File: config.mk
export PLATFORM = sky130hd
export DESIGN_NAME = run_length_detector
export DESIGN_NICKNAME = d
export VERILOG_FILES = /design/src/rtl/run_length_detector.sv
export SDC_FILE = /design/constraint.sdc
export NUM_CORES = 1
export LEC_CHECK = 0
export CORE_UTILIZATION = 40
export DETAILED_ROUTE_END_ITERATION = 16
export GPL_TIMING_DRIVEN = 0
export PLACE_DENSITY = 0.72
export SLEW_MARGIN = 15
export SYNTH_ARGS = -nofsm -noshare
export SYNTH_HDL_FRONTEND = slang
export SYNTH_SLANG_ARGS = --single-unit
File: constraint.sdc
create_clock -name clk -period 1.6 [get_ports clk]
set_input_delay 0.24 -clock clk [delete_from_list [all_inputs] [get_ports clk]]
set_output_delay 0.24 -clock clk [all_outputs]
set_load 0.02 [all_outputs]
File: src/rtl/run_length_detector.sv
// Multi-channel run-of-ones detector: per-channel saturating run counters with
// Moore or Mealy detect timing, rising-edge strobes and an any-channel flag.
module run_length_detector #(
  parameter int unsigned CHANNELS  = 1,
  parameter int unsigned THRESHOLD = 2,
  parameter int unsigned CNT_WIDTH = 8,
  parameter int unsigned MEALY     = 0
) (
  input  logic                          clk,
  input  logic                          rst_n,
  input  logic                          en,
  input  logic                          clear,
  input  logic [CHANNELS-1:0]           in,
  output logic [CHANNELS-1:0]           out,
  output logic [CHANNELS-1:0]           pulse,
  output logic [CHANNELS*CNT_WIDTH-1:0] run_len,
  output logic                          any_out
);

  localparam logic [CNT_WIDTH-1:0] CNT_MAX    = {CNT_WIDTH{1'b1}};
  localparam logic [CNT_WIDTH-1:0] THR        = CNT_WIDTH'(THRESHOLD);
  localparam bit                   MEALY_MODE = (MEALY != 0);

  // THRESHOLD must be representable in the counter and non-zero.
  if (THRESHOLD == 0 || (THRESHOLD >> CNT_WIDTH) != 0) begin : g_bad_threshold
    $error("run_length_detector: THRESHOLD out of range for CNT_WIDTH");
  end

  typedef enum logic [1:0] {
    IDLE,
    RUN,
    DETECT
  } phase_t;

  logic [CNT_WIDTH-1:0] cnt_q [CHANNELS];
  logic [CNT_WIDTH-1:0] cnt_d [CHANNELS];
  logic [CHANNELS-1:0]  out_d_q;
  phase_t               phase [CHANNELS];
  logic [CHANNELS-1:0]  near_detect;

  // State register: run counters and the delayed detect used for edge strobes.
  always_ff @(posedge clk or negedge rst_n) begin
    if (!rst_n) begin
      for (int i = 0; i < int'(CHANNELS); i++) begin
        cnt_q[i] <= '0;
      end
      out_d_q <= '0;
    end else begin
      for (int i = 0; i < int'(CHANNELS); i++) begin
        cnt_q[i] <= cnt_d[i];
      end
      out_d_q <= out;
    end
  end

  // Next counter value and the FSM phase derived from the current count.
  always_comb begin
    for (int i = 0; i < int'(CHANNELS); i++) begin
      cnt_d[i]       = cnt_q[i];
      phase[i]       = IDLE;
      near_detect[i] = 1'b0;

      if (clear) begin
        cnt_d[i] = '0;
      end else if (en) begin
        if (in[i]) begin
          cnt_d[i] = (cnt_q[i] == CNT_MAX) ? cnt_q[i] : cnt_q[i] + CNT_WIDTH'(1);
        end else begin
          cnt_d[i] = '0;
        end
      end

      if (cnt_q[i] == '0) begin
        phase[i] = IDLE;
      end else if (cnt_q[i] < THR) begin
        phase[i] = RUN;
      end else begin
        phase[i] = DETECT;
      end

      // One more 1 would reach the threshold (cnt >= THRESHOLD-1).
      near_detect[i] = ({1'b0, cnt_q[i]} + (CNT_WIDTH+1)'(1)) >= {1'b0, THR};
    end
  end

  // Detect output: state-based in Moore mode, input-qualified in Mealy mode.
  always_comb begin
    out = '0;
    for (int i = 0; i < int'(CHANNELS); i++) begin
      if (MEALY_MODE) begin
        if (en) begin
          out[i] = in[i] & near_detect[i] & ~clear & rst_n;
        end else begin
          out[i] = (phase[i] == DETECT) & ~clear & rst_n;
        end
      end else begin
        out[i] = (phase[i] == DETECT);
      end
    end
  end

  always_comb begin
    run_len = '0;
    for (int i = 0; i < int'(CHANNELS); i++) begin
      run_len[i*CNT_WIDTH +: CNT_WIDTH] = cnt_q[i];
    end
  end

  assign pulse   = out & ~out_d_q;
  assign any_out = |out;

endmodule

==> results.md <==
- Root Driver: clkbuf_4
- Worst-Margin Slew: 422 ps
- Cells after Synth: 56
- Worst slew margin: 0.718
- Nets: 96
- Row count: 12
- Final Skew: 0.530 ps
- Failing checks: negative setup slack
- Vias in the first global route: 471
- CTS hold repair buffers: 0
- FF-to-FF path depth: 7
- Reg-to-reg slack, setup: -120 ps
- Reg-to-reg startpoint: run_len[0]
- Final-layout fill cell count: 88
- LEAKAGE: 0.455 nW
- DR vias/cell: 5.88
- Tot Pwr: 0.485 mW
- First-pass GRT wire length: 2170 µm
- Status: finished with violations
- Final wirelength: 1570 µm
- I/O pin count: 16
- Total global-route track usage: 0.216
- Number of synthesized flops with an enable pin: 0
- Clock period minus worst slack: 1770 ps
- Setup violators final: 8
- Register area share after synthesis: 0.410
- Max Slew Vio Count: 0
- Max IR drop VDD: 0.372 mV
- Pint: 0.357 mW
- Mean Syn Cell Area: 9.81 µm²
- Pin count of the biggest net entering global routing: 10
- Storage cell area: 233 µm²
- Synth warn: 0
- Power per cell area: 521 nW/µm²
- DRT Pass-1 Iters: 4
- RePlAce Congestion: 0.824
- P&R area growth vs syn: 69.2%
- Clock power share: 0.387
- Ys async rst share: 1.00
- Crit end category: primary output
- # clock sinks: 9
- Terminus of the critical flop-to-flop path: run_len[2]
- Clk_lat worst skew: 260 ps
- GRT overflow: 0
- Post-synthesis register bit count: 9
- CTS tree: done
- Initial core utilization: 0.463
- Die W: 39.1 µm
- Critical path peak fanout: 3
- Sw frac: 0.263
- Critical path launch point type: flop
- Combinational Power Share: 0.135
- Mapped cell area: 549 µm²
- Worst hold path class: in -> async
- Antenna Cells: 0
- CTS max path bufs: 2
- Post-route DRC: 0
- Post-route ant nets: 0
- Core Region: 1190 µm²
- Critical path class: reg -> out
- H-tree levels: 1
- CTS Buf Count: 3
- Most used DFF post-synth: dfrtp_1
- Sequential power share: 0.478
- Starting DRT DRC Count: 16
- Final HPWL DP: 934 µm
- Max-cap violations: 0
- Final hold vios: 0
- Via Count: 600
- Clock-pin slew on the worst setup and hold paths: 70 ps
- Die Ht: 39.1 µm
- DR WL/cell: 15.4 µm
- Fmax: 0.566 GHz
- NetSw: 0.128 mW
- RSZ-0062 raised after global routing: true
- Setup TNS: -833 ps
- Initial antenna violation count: 0
- Layout cells sized above 1: 0.523
- Port Buffers: 15
- Post-synth cell types: 27
- Die area: 1530 µm²
- Worst path required time: 1360 ps
- Crit path DAT: 1530 ps
- Fin crit share: 1.10
- Fin worst setup slack: -167 ps
- Post-Syn Nets: 63
- Multi-input gate area in the final layout: 365 µm²
synthesized netlist by cell type, types with 2 or more instances:
| master | instances | area share |
|---|---|---|
| a221o_1 | 2 | 0.036 |
| inv_1 | 5 | 0.034 |
| nand3_1 | 2 | 0.018 |
| and3_2 | 2 | 0.027 |
| a21oi_1 | 3 | 0.027 |
| nand2_1 | 4 | 0.027 |
| and3_1 | 2 | 0.023 |
| a211oi_1 | 2 | 0.027 |
| nand4_1 | 2 | 0.023 |
| ha_1 | 2 | 0.046 |
| o21ai_0 | 2 | 0.018 |
| dfrtp_1 | 9 | 0.41 |
| nor2_1 | 5 | 0.034 |
final cells by class:
class                           count  share of cell area
Buffer                              2              0.0175
Clock buffer                        4              0.0283
Inverter                            5              0.0202
Multi-Input combinational cell     40               0.393
Sequential cell                     9               0.250
Tap cell                           14              0.0188
Timing Repair Buffer               28               0.272
critical path, stage by stage, from the launching register on:
cell and delay [ps]:
dfrtp_2 420, inv_2 80, ha_4 130, inv_2 40
a211oi_4 240, nand2_2 110, buf_6 130, buf_6 120
placed cells by master, fill, tap and decap left out, types with 2 or more instances in the layout:
cell             instances
nor2_1                   4
nand4_1                  2
nand2_1                  3
a221o_1                  2
dfrtp_2                  6
clkdlybuf4s50_1          6
and3_1                   2
buf_4                   11
inv_1                    2
dfrtp_1                  3
buf_6                    5
dlymetal6s2s_1           2
a21oi_1                  3
ha_4                     2
clkbuf_4                 3
nand3_1                  2
inv_2                    3
dlygate4sd2_1            4
o21ai_0                  2
power groups by stage:
| stage | combinational (mW) | sequential (mW) | clock [mW] |
|---|---|---|---|
| final | 0.0653 | 0.232 | 0.187 |
| after global routing | 0.0714 | 0.232 | 0.201 |
| after CTS | 0.0581 | 0.231 | 0.189 |
| after detailed placement | 0.0444 | 0.239 | 0 |
| after global placement | 0.0441 | 0.239 | 0 |
| after floorplan | 0.0156 | 0.241 | 0 |
cells by family (layout without fill, tap and decap cells):
logic type / count (synthesis) / count (layout) / share of synthesized area
AOI/OAI and AO/OA: 16 / 16 / 0.237
muxes: 1 / 1 / 0.0205
DFF: 9 / 9 / 0.410
buffers and inverters: 7 / 39 / 0.0569
adders and majority gates: 2 / 2 / 0.0456
and+or+nand+nor: 21 / 21 / 0.230
registers in the layout, summed over array words and instances, names as in the netlist:
signal and count:
out_d_q 1, run_len 8
timing repair:
action	4_1_cts	5_1_grt
endpoints found under the setup margin	10	11
setup buffers	6	7
pin swaps	1	5
resized for setup	28	7
metrics by stage:
| stage | util | instances | cell area, µm² | hold slack (ps) | setup WS, ps |
|---|---|---|---|---|---|
| finish | 0.784 | 102 | 930 | 274 | -167 |
| global placement | 0.631 | 85 | 748 | 580 | -482 |
| floorplan | - | 56 | 581 | -55.6 | -44.3 |
| CTS | 0.715 | 95 | 848 | 288 | -167 |
| detailed placement | 0.631 | 85 | 748 | 572 | -504 |
| global route | 0.784 | 102 | 930 | 312 | -231 |
routing by layer:
metal | vias up | track usage | routed length, µm
met1 | 287 | 0.272 | 687
met5 | - | 0 | 0
li1 | 282 | - | -
met3 | 5 | 0.0520 | 76
met4 | 0 | 0.0862 | 15
met2 | 26 | 0.350 | 787
how the worst max path moves through the flow:
stage | from | end | slack, ps
6_report | run_len[0] | out | -170
5_1_grt | run_len[0] | out | -230
4_1_cts | run_len[0] | out | -170
3_5_place_dp | run_len[0] | out | -500
3_3_place_gp | run_len[0] | out | -480
2_1_floorplan | run_len[1] | run_len[3] | -40
Power figures use the tool's default switching activity.
